[src/rtl/instr_fetch.sv]
// Instruction fetch unit: one outstanding memory request, decode-stage stall and branch redirect.
// Optional macro FETCH_ALIGN_CHECK_EN: misaligned redirect targets raise fetch_misalign and park fetch.
module instr_fetch #(
  parameter logic [31:0] RESET_PC = 32'h0000_0000
) (
  input  logic        clk,
  input  logic        rst,
  output logic        imem_req,
  output logic [31:0] imem_addr,
  input  logic        imem_ack,
  input  logic [31:0] imem_rdata,
  input  logic        stall,
  input  logic        redirect,
  input  logic [31:0] redirect_pc,
  output logic        instr_valid,
  output logic [31:0] instr,
  output logic [31:0] pc,
  output logic [6:0]  op,
  output logic [2:0]  funct3,
  output logic        funct7,
  output logic        fetch_misalign
);

  localparam logic [31:0] NOP = 32'h0000_0013;

  typedef enum logic [1:0] {FETCH, WAIT, HOLD, FLUSH} state_e;

  state_e      state_q, state_d;
  logic [31:0] pc_next_q, pc_next_d;
  logic [31:0] req_addr_q, req_addr_d;
  logic [31:0] pc_q, pc_d;
  logic [31:0] instr_q, instr_d;
  logic        valid_q, valid_d;
  logic        misalign_q, misalign_d;

  logic [31:0] redirect_tgt;
  logic        tgt_misaligned;
  logic        redirect_take;

`ifdef FETCH_ALIGN_CHECK_EN
  assign redirect_tgt   = redirect_pc;
  assign tgt_misaligned = (redirect_pc[1:0] != 2'b00);
  assign fetch_misalign = misalign_q;
`else
  assign redirect_tgt   = redirect_pc & 32'hFFFF_FFFC;
  assign tgt_misaligned = 1'b0;
  assign fetch_misalign = 1'b0;
`endif

  // Once parked on a misaligned target, further redirects are ignored until reset.
  assign redirect_take = redirect && !misalign_q;

  // Next-state process.
  always_comb begin
    // NOTE: every _d defaults to its _q first, so no path through the case can infer a latch.
    state_d    = state_q;
    pc_next_d  = pc_next_q;
    req_addr_d = req_addr_q;
    pc_d       = pc_q;
    instr_d    = instr_q;
    valid_d    = valid_q;
    misalign_d = misalign_q;

    case (state_q)
      FETCH: begin
        req_addr_d = pc_next_q;
        if (imem_ack && !redirect_take) begin
          instr_d = imem_rdata;
          pc_d    = pc_next_q;
          valid_d = 1'b1;
          state_d = HOLD;
        end else if (imem_ack) begin
          state_d = FETCH;
        end else begin
          state_d = redirect_take ? FLUSH : WAIT;
        end
      end
      WAIT: begin
        if (imem_ack && !redirect_take) begin
          instr_d = imem_rdata;
          pc_d    = req_addr_q;
          valid_d = 1'b1;
          state_d = HOLD;
        end else if (imem_ack) begin
          state_d = FETCH;
        end else if (redirect_take) begin
          state_d = FLUSH;
        end
      end
      HOLD: begin
        if (redirect_take) begin
          state_d = FETCH;
        end else if (!stall && !misalign_q) begin
          pc_next_d = pc_q + 32'd4;
          valid_d   = 1'b0;
          state_d   = FETCH;
        end
      end
      FLUSH: begin
        if (imem_ack) state_d = FETCH;
      end
      default: state_d = FETCH;
    endcase

    if (redirect_take) begin
      pc_next_d  = redirect_tgt;
      valid_d    = 1'b0;
      misalign_d = misalign_q | tgt_misaligned;
    end

    // A misaligned target never gets fetched: park in HOLD instead of issuing it.
    if (misalign_d && state_d == FETCH) state_d = HOLD;
  end

  // Output process: the request is a pure function of state, forced low in reset.
  always_comb begin
    imem_req  = !rst && (state_q != HOLD);
    imem_addr = (state_q == FETCH) ? pc_next_q : req_addr_q;
  end

  assign instr_valid = valid_q;
  assign instr       = instr_q;
  assign pc          = pc_q;
  assign op          = instr_q[6:0];
  assign funct3      = instr_q[14:12];
  assign funct7      = instr_q[30];

  // State register process.
  always_ff @(posedge clk) begin
    // NOTE: non-blocking assignments so every flop updates from the same pre-edge values.
    if (rst) begin
      state_q    <= FETCH;
      pc_next_q  <= RESET_PC;
      req_addr_q <= RESET_PC;
      pc_q       <= RESET_PC;
      instr_q    <= NOP;
      valid_q    <= 1'b0;
      misalign_q <= 1'b0;
    end else begin
      state_q    <= state_d;
      pc_next_q  <= pc_next_d;
      req_addr_q <= req_addr_d;
      pc_q       <= pc_d;
      instr_q    <= instr_d;
      valid_q    <= valid_d;
      misalign_q <= misalign_d;
    end
  end

endmodule

[config.mk]
export PLATFORM = sky130hd
export DESIGN_NAME = instr_fetch
export DESIGN_NICKNAME = d
export VERILOG_FILES = /design/src/rtl/instr_fetch.sv
export SDC_FILE = /design/constraint.sdc
export NUM_CORES = 1
export LEC_CHECK = 0
export CORE_ASPECT_RATIO = 1.4
export CORE_MARGIN = 8
export CORE_UTILIZATION = 44
export CTS_BUF_LIST = sky130_fd_sc_hd__clkbuf_4 sky130_fd_sc_hd__clkbuf_8
export DETAILED_ROUTE_END_ITERATION = 16
export GPL_TIMING_DRIVEN = 0
export PLACE_DENSITY = 0.78
export SKIP_LAST_GASP = 1
export SLEW_MARGIN = 30
export SYNTH_ARGS = -nofsm -noshare
export SYNTH_HDL_FRONTEND = slang
export SYNTH_SLANG_ARGS = --single-unit
export TNS_END_PERCENT = 20
[constraint.sdc]
create_clock -name clk -period 2.4 [get_ports clk]
set_input_delay 0.36 -clock clk [delete_from_list [all_inputs] [get_ports clk]]
set_output_delay 0.36 -clock clk [all_outputs]
set_load 0.005 [all_outputs]
==> impl_metrics.ini <==
[routing]
routed_via_density = 5.36
met2RoutedLength_mm = 9.82
drt_first_iter_violations = 339
highest-signal-layer = met4
wl_mm = 20.0
drcViolationCount = 0
met1_routed_wirelength_after_detailed_routing_mm = 7.71
routedWlPerCell_um = 18.5
antenna_violating_nets_post_route = 0
met3_length_mm = 1.75
firstDrtPassIters = 5
via_count = 5809

[sta]
hold_viol = 0
setup_viol = 37
final_max_slew_viol_count = 0
fin_worst_skew_ns = 0.0113
relSlewSlack_pct = 33.5
fin_crit_sh_pct = 105
fmax_mhz = 398
tightest_slew_ns = 0.998
grt_setup_unrepaired = true
setup_slack_ns = -0.109
period_needed_ns = 2.51

[run]
maxCapViolations = 0

[synth]
seq_area_frac_synth_pct = 43.4
synthMostInstantiatedCell = dfxtp_1
synth.cell_area_um2 = 6040
synth_top_flop_cell = dfxtp_1
post_synth_num_cell_types = 53
synth_top_cell_area_share_pct = 43.4
syn-instance-count = 692
syn-mean-instance-area_um2 = 8.73
yosysTopAreaCell = dfxtp_1
ys_seq_elements = 131
synthTopCellsByCount = 131 x dfxtp_1, 92 x nand2_1, 61 x a21oi_1, 57 x nor2_1, 36 x clkbuf_1
synth-warning-count = 0
synth-edff-count = 0
synth-async-reset-ratio_pct = 0
synth_fp_nets = 765
post_synth_main_area_contributors = dfxtp_1 43%, mux2_2 6.5%, nand2_1 5.7%

[setup_path]
setup.worst_path.class = reg2out
cp_max_fo = 10
reg2reg_setup_slack_ns = 0.25
critical_path.reg2reg.startpoint = pc[2]
startpoint_type = flip-flop
crit_arrival_ns = 2.15
critPathLaunch = state_q[0]
worstRegToRegCells = 6
timing.critical_path.to_type = output port
data_required_time_at_the_worst_endpoint_ns = 2.04
timing.rr.end = pc_next_q[28]

[finish]
design.final.nets = 961
layout.cell_area.non_filler_um2 = 8550
area.growth.synth_to_final_pct = 41.5
filler_cell_count = 1245
seqCellArea_um2 = 2620
num_antenna_cells = 0
fraction_of_final_layout_cells_with_drive_strength_greater_than_1_pct = 11.5
multi_input_area_um2 = 3100

[floorplanning]
floorplan.rows = 50
chipWidth_um = 115
die_height_um = 155
full_die_area_um2 = 17800
number_of_top_level_design_ports = 179
design.core.area_um2 = 13400
start_util_pct = 45.1

[clocking]
clk_path_buf_depth = 2
postCtsHoldBufs = 0
clock-root-buffer = clkbuf_8
cts_made_buffers = 17
clock_insertion_delay_worst_skew_ns = 0.44
cts_num_sinks = 131
tritoncts = yes
cts.clk_slew.worst_paths_ns = 0.07
cts_htree_levels = 4

[worst_hold_path]
hold_path.startpoint = instr[10]
timing.hold.worst.class = reg2reg
min_path_cells = 2
worst_hold_path.endpoint = instr[10]

[power]
pwr_density_cell_nw_per_um2 = 640
static-leakage-power_nw = 3.23
vdd.ir_drop.worst_mv = 0.348
design_power_total_w = 0.00548

[run_status]
run_status = complete, but fails checks
failed_checks = negative setup slack

[grt]
first_global_vias = 5837
grt_start_max_net_pins = 20
first_pass_grt_wire_length_mm = 30.8
global_route.overflow_total = 0
grt_antenna_before_repair = 0
global_route.usage.total_pct = 22.2

[placed_design]
dpl_cell_area_um2 = 8020
dp_hpwl_mm = 15.0
post-place-ws_ns = -1.58
numPortBuffers = 175
finalWeightedCongestion = 0.915
where the power goes:
part	internal, W	leakage, nW	switching (W)
combinational	0.000621	1.96	0.000488
clock	0.00105	0.199	0.000880
sequential	0.00231	1.07	0.000133
total	0.00398	3.23	0.00150
state kept, by name (all words and copies together), names as in the netlist:
signal and count:
instr 32, pc 32, req_addr_q 32, state_q 2
pc_next_q 32, instr_valid 1
layout by cell type (no fill, tap or decap), types with 4 or more instances in the layout:
master / count
dfxtp_1: 131
and3_1: 20
a31oi_1: 5
a21oi_1: 61
ha_1: 4
dlymetal6s2s_1: 5
clkbuf_8: 17
inv_1: 6
a211oi_1: 34
mux2_2: 35
clkdlybuf4s50_1: 170
clkinvlp_4: 5
mux2i_1: 32
a221oi_1: 5
buf_4: 14
buf_1: 4
nand4_1: 9
nor3_1: 9
o21a_1: 5
xnor2_1: 9
clkbuf_1: 33
and4_1: 5
nand3_1: 18
buf_2: 7
nor2_1: 56
o21ai_0: 12
o22ai_1: 4
nand2_1: 92
and2_1: 33
xor2_1: 6
kinds of logic (layout without fill, tap and decap cells):
group	count (synthesis)	in the layout	share of synthesized area (%)
AO/OA/AOI/OAI	142	142	15.1
adder cells (fa/ha/maj)	4	4	0.828
multiplexers	67	67	11.8
AND/OR/NAND/NOR	260	260	21.2
flip-flops	131	131	43.4
XOR/XNOR	15	15	2.17
buffers and inverters	72	281	5.40
other	1	1	0.0620
per-stage QoR:
step                setup TNS (ns)  util (%)  std cells  hold WS [ns]
floorplan                        0         -        692         0.445
global placement            -86.85      59.9       1049         0.441
detailed placement          -90.34      59.9       1049         0.446
CTS                          -6.54      63.3       1081         0.442
global route                 -7.36      63.9       1083         0.463
finish                       -3.19      63.9       1083         0.453
area by class of cell:
class                      instances  share of cell area [%]
buffer                            63                    3.93
clock buffer                      19                    2.91
clock inverter                    13                    1.89
inverter                           7                   0.351
multi-input combinational        489                    36.3
sequential                       131                    30.7
tap                              182                    2.66
timing repair buffer             179                    21.3
worst max-delay path, stage by stage, from the launching register on:
cell and delay, ns:
dfxtp_1 0.32, buf_6 0.15, nor2_4 0.13, buf_12 0.14, buf_6 0.15, mux2_2 0.35
clkdlybuf4s50_1 0.46
worst max path at each step:
stage	endpoint	cells after the start
final	imem_addr[4]	6
after global routing	pc[1]	9
after CTS	imem_addr[21]	5
after detailed placement	pc[16]	10
after global placement	pc[17]	10
after floorplan	pc[0]	9
repair_timing:
item | CTS | global route
pin swaps | 1 | 1
gates resized for setup | 12 | 13
setup buffers | 2 | 1
setup endpoints to repair | 99 | 67
cloned | 0 | 1
metal layers:
layer | global-route usage, % | up-vias
li1 | - | 2821
met5 | 0 | -
met2 | 38.0 | 252
met1 | 24.3 | 2684
met4 | 11.3 | 0
met3 | 6.27 | 52
(Power assumes the default switching activity.)
==> edit 1 (config.mk and constraints unchanged) <==
The option `FETCH_ALIGN_CHECK_EN` is turned on by a define.
--- a/src/rtl/instr_fetch.sv
+++ b/src/rtl/instr_fetch.sv
@@ -2,2 +2,4 @@
 // Optional macro FETCH_ALIGN_CHECK_EN: misaligned redirect targets raise fetch_misalign and park fetch.
+`define FETCH_ALIGN_CHECK_EN
+
 module instr_fetch #(
Function: changed (Yosys sat finds a counterexample within 4 cycles, from zero or initial values and one cycle with rst high).
==> edit 1 against the unedited design <==
The flow still finishes with violations (negative setup slack). Sequential cell count rose by 1. Wire length fell by 4.1%. Total power rose by 8.6%. Die area fell by 1.5%. Final area fell by 0.79%. Synthesized area fell by 1.7%. Register-to-register slack got worse by 0.18 ns. Utilization rose by 0.093 points. Worst setup slack improved by 0.047 ns. Largest cell class unchanged. Largest power group unchanged. Highest routed layer unchanged.
==> edit 1: results (changes against the unedited design) <==
met3 usage in global routing 4.665% (was 6.274%); via count of the first global-routing pass 5570 (was 5837); sequential element share of the synthesized area 44.47% (was 43.39%); global-route met2 utilization 39.74% (was 38.02%); static power due to leakage 3.123 nW (was 3.228 nW); post-synthesis adder-cell area fraction 0.4211% (was 0.8280%); number of DRC markers in iteration 0 367 (was 339); Vias per Instance 5.283 (was 5.364); pin slew with the least headroom to its limit 0.7255 ns (was 0.9982 ns); fraction of layout instances using a drive strength above 1 12.54% (was 11.54%); worst vdd ir 0.4216 mV (was 0.3476 mV); outcome complete, but fails checks (unchanged); final setup vio count 20 (was 37); wire length per cell after detailed routing 18.11 um (was 18.48 um); Synth Area in Compound Gates 14.61% (was 15.13%); HPWL reported at the end of detailed placement 14040 um (was 15020 um); Overall Global Routing Usage 21.31% (was 22.21%); Endpoint, Worst Hold pc_next_q[10] (was instr[10]); most instantiated cells after synthesis dfxtp_1 (132), nand2_1 (83), nor2_1 (66) (was dfxtp_1 (131), nand2_1 (92), a21oi_1 (61)); class of the most critical hold timing path primary input to flop (was flop to flop); routed length on met1 7496 um (was 7712 um); Port Buf Inserts 176 (was 175); RR Endpoint pc[27] (was pc_next_q[28]); final net count 935 (was 961); Post-CTS Setup Bufs 1 (was 2); count of TritonRoute iterations in the first routing pass 6 (was 5); portion of netlist area occupied by mux cells 11.46% (was 11.82%); setup slack of the critical path after layout -0.06199 ns (was -0.1094 ns); Worst Reg2Reg Path Length in Cells 8 (was 6); failing checks negative setup slack (unchanged); xor-xnor portion of the synthesized cell area 3.980% (was 2.173%); Final Wtd Congestion 0.8680 (was 0.9153); worst reg2reg startpoint fetch_misalign (was pc[2]); DP Worst Slack -0.8319 ns (was -1.581 ns)
==> edit 1: cell types whose count changed after synthesis, moves of 14 or more <==
cell / change
nor2b_1: +35
a21oi_1: -19
and2_1: -32
xnor2_1: +14
and3_1: -15
a22oi_1: +16
==> edit 1: per-stage QoR <==
| step | utilization (%) | area, um^2 | power (mW) | std cells |
|---|---|---|---|---|
| 6_report | 63.99 | 8487 | 5.948 | 1059 |
| 5_1_grt | 63.99 | 8487 | 6.188 | 1059 |
| 4_1_cts | 63.27 | 8392 | 5.909 | 1054 |
| 3_5_place_dp | 59.81 | 7933 | 3.890 | 1022 |
| 3_3_place_gp | 59.81 | 7933 | 3.867 | 1022 |
| 2_1_floorplan | - | 5943 | 3.210 | 664 |
==> edit 1: worst max path at each step <==
stage               depth (start not counted)             to  slack (ns)
finish                                      5  imem_addr[19]       -0.06
global route                                8         pc[26]       -0.12
detailed placement                         10         pc[23]       -0.83
CTS                                         4  imem_addr[25]       -0.10
floorplan                                  10         pc[23]        0.05
global placement                           10         pc[23]       -0.79
==> edit 1: layout make-up <==
type / count / area (um^2) / area share (%)
clock buffers: 23 / 304.0 / 3.582
clock inverters: 9 / 125.1 / 1.474
repair buffers: 182 / 1851 / 21.80
inverters: 6 / 22.52 / 0.2654
multi-input cells: 463 / 2985 / 35.18
flip-flops and latches: 132 / 2648 / 31.20
plain buffers: 62 / 324.1 / 3.818
well taps: 182 / 227.7 / 2.683
==> edit 1: tightest hold or removal path, cell delays in order <==
cell and delay, ns:
clkbuf_1 0.18, nor2_1 0.14, o41ai_1 0.08
==> edit 1: report_power, final <==
part / switching, mW / total, mW / internal (mW)
Sequential: 0.177 / 2.55 / 2.37
Clock: 0.868 / 2.02 / 1.16
Combinational: 0.609 / 1.38 / 0.766
==> edit 2 (same settings) <==
Without the edit above. Re-encode `state_e` (4 states) as Gray code, 2 bits wide.
--- a/src/rtl/instr_fetch.sv
+++ b/src/rtl/instr_fetch.sv
@@ -25,3 +25,3 @@
 
-  typedef enum logic [1:0] {FETCH, WAIT, HOLD, FLUSH} state_e;
+  typedef enum logic [1:0] {FETCH = 2'b00, WAIT = 2'b01, HOLD = 2'b11, FLUSH = 2'b10} state_e;
 
Function: same outputs for any inputs over 4 cycles, from zero or initial values and one cycle with rst high; so few cycles prove little.
==> edit 2 against the unedited design <==
The flow still finishes with violations (negative setup slack). Final cell count decreased by 1.2%. Synthesized area down 0.85%. Sequential cell count did not move. Total power up 6.7%. Wire length fell by 0.48%. Worst setup slack better by 0.073 ns. Global-route usage increased by 0.54 points. Critical path depth shrank 2. Final area hardly changed. Largest power group unchanged.
==> edit 2: results (changes against the unedited design) <==
outcome complete, but fails checks (unchanged); failing checks negative setup slack (unchanged); worst vdd ir 0.3769 mV (was 0.3476 mV); static power due to leakage 3.201 nW (was 3.228 nW); pin slew with the least headroom to its limit 0.8059 ns (was 0.9982 ns); count of different cell masters after synthesis 50 (was 53); count of yosys warnings during synthesis 0 (unchanged); Placed Area 7979 um^2 (was 8024 um^2); peak fanout along the critical path 10 (unchanged); clk_lat worst skew 0.44 ns (about the same); number of filler instances in the final layout 1136 (was 1245); total clock buffers created by CTS 17 (unchanged); post-synthesis async set-or-reset flop share 0% (unchanged); most instantiated cells after synthesis dfxtp_1 (131), nand2_1 (97), a21oi_1 (58) (was dfxtp_1 (131), nand2_1 (92), a21oi_1 (61)); Final Wtd Congestion 0.8899 (was 0.9153); fraction of layout instances using a drive strength above 1 12.27% (was 11.54%); Worst path top cell family by delay buffers and inverters (unchanged); via count of the first global-routing pass 5925 (was 5837); total wirelength of the detailed-routed design 19910 um (was 20010 um); Overall Global Routing Usage 22.75% (was 22.21%); top post-synthesis cells by area dfxtp_1 (44%), nand2_1 (6.1%), mux2_2 (6.0%) (was dfxtp_1 (43%), mux2_2 (6.5%), nand2_1 (5.7%)); sequential element share of the synthesized area 43.76% (was 43.39%); CTS Root Buffer Type clkbuf_8 (unchanged); maximum clock insertion buffer count 2 (unchanged); class of the most critical hold timing path flop to flop (unchanged); Hold-fix buffers, CTS 0 (unchanged); wire length of the first global-routing pass 31080 um (was 30850 um); net count of the mapped netlist 754 (was 765); Vias per Instance 5.413 (was 5.364); number of DRC markers in iteration 0 318 (was 339); Port Buf Inserts 175 (unchanged); setup slack of the critical path after layout -0.03606 ns (was -0.1094 ns); HPWL reported at the end of detailed placement 14790 um (was 15020 um); skew final 0.01196 ns (was 0.01125 ns); number of antenna cells inserted 0 (unchanged); H-tree level count 4 (unchanged); count of TritonRoute iterations in the first routing pass 5 (unchanged); slowest cell delay on critical path 0.48 ns (was 0.46 ns); final setup vio count 20 (was 37); antenna violations before repair 0 (unchanged); highest-delay cell along the critical path clkdlybuf4s50_1 (unchanged); largest net degree at the start of global routing 17 (was 20); WP data arrival 2.08 ns (was 2.15 ns); final net count 949 (was 961); clock transition at the register clock pins on the worst setup and hold paths after CTS 0.08 ns
-- edit 2: path summary, 6_finish.rpt --
check,cells past startpoint,from,slack (ns),end
worst min-delay path,2,instr[23],0.45,instr[23]
worst max register to register,5,pc[6],0.07,pc_next_q[31]
worst max-delay path,4,state_q[1],-0.04,imem_addr[16]
worst min register to register,2,instr[23],0.45,instr[23]
-- edit 2: metrics by stage --
stage	std cells	TNS (ns)	setup slack, ns
floorplan	681	0	0.2818
global placement	1038	-72.67	-1.204
detailed placement	1038	-77.02	-1.302
CTS	1068	-0.4609	-0.03818
global route	1070	-2.614	-0.1195
finish	1070	-0.3636	-0.03606
-- edit 2: area by class of cell --
cell class	instances	area, um^2	area share (%)
buffer	58	334.1	3.908
tap	182	227.7	2.664
clock buffer	22	290.3	3.396
timing repair buffer	178	1772	20.73
clock inverter	9	200.2	2.342
sequential	131	2624	30.69
inverter	6	22.52	0.2635
multi-input combinational	484	3078	36.01
-- edit 2: worst min-delay path, delay by kind of cell, from the launching register on --
kind / cells / cell delay [ns]
flops: 1 / 0.31
compound gates: 1 / 0.05
simple gates: 1 / 0.05
-- edit 2: what timing repair did --
| item | in CTS | in global routing |
|---|---|---|
| pin swaps | 1 | 1 |
| endpoints found under the setup margin | 98 | 90 |
| setup buffers | 1 | 2 |
| resized for setup | 27 | 9 |
-- edit 2: logic make-up after synthesis --
| group | after synthesis | share of synthesized area (%) |
|---|---|---|
| simple gates | 263 | 21.84 |
| flops | 131 | 43.76 |
| compound gates | 128 | 13.44 |
| mux | 66 | 11.69 |
| buf+inv | 66 | 5.157 |
| xor+xnor | 22 | 3.215 |
| fa+ha+maj | 4 | 0.8351 |
| other cells | 1 | 0.06257 |
-- edit 2: metal layers --
layer	share of wire (%)	GRT usage, %	up-vias
met5	0	0	-
met2	49	38.21	279
met4	2.7	11.58	0
li1	-	-	2760
met1	37	23.91	2708
met3	11	9.094	45
-- edit 2: where the power goes --
group | internal, mW | total (mW) | switching [mW] | leakage (nW)
registers | 2.31 | 2.46 | 0.147 | 1.07
clock network | 1.44 | 2.30 | 0.855 | 0.242
logic | 0.612 | 1.09 | 0.478 | 1.89
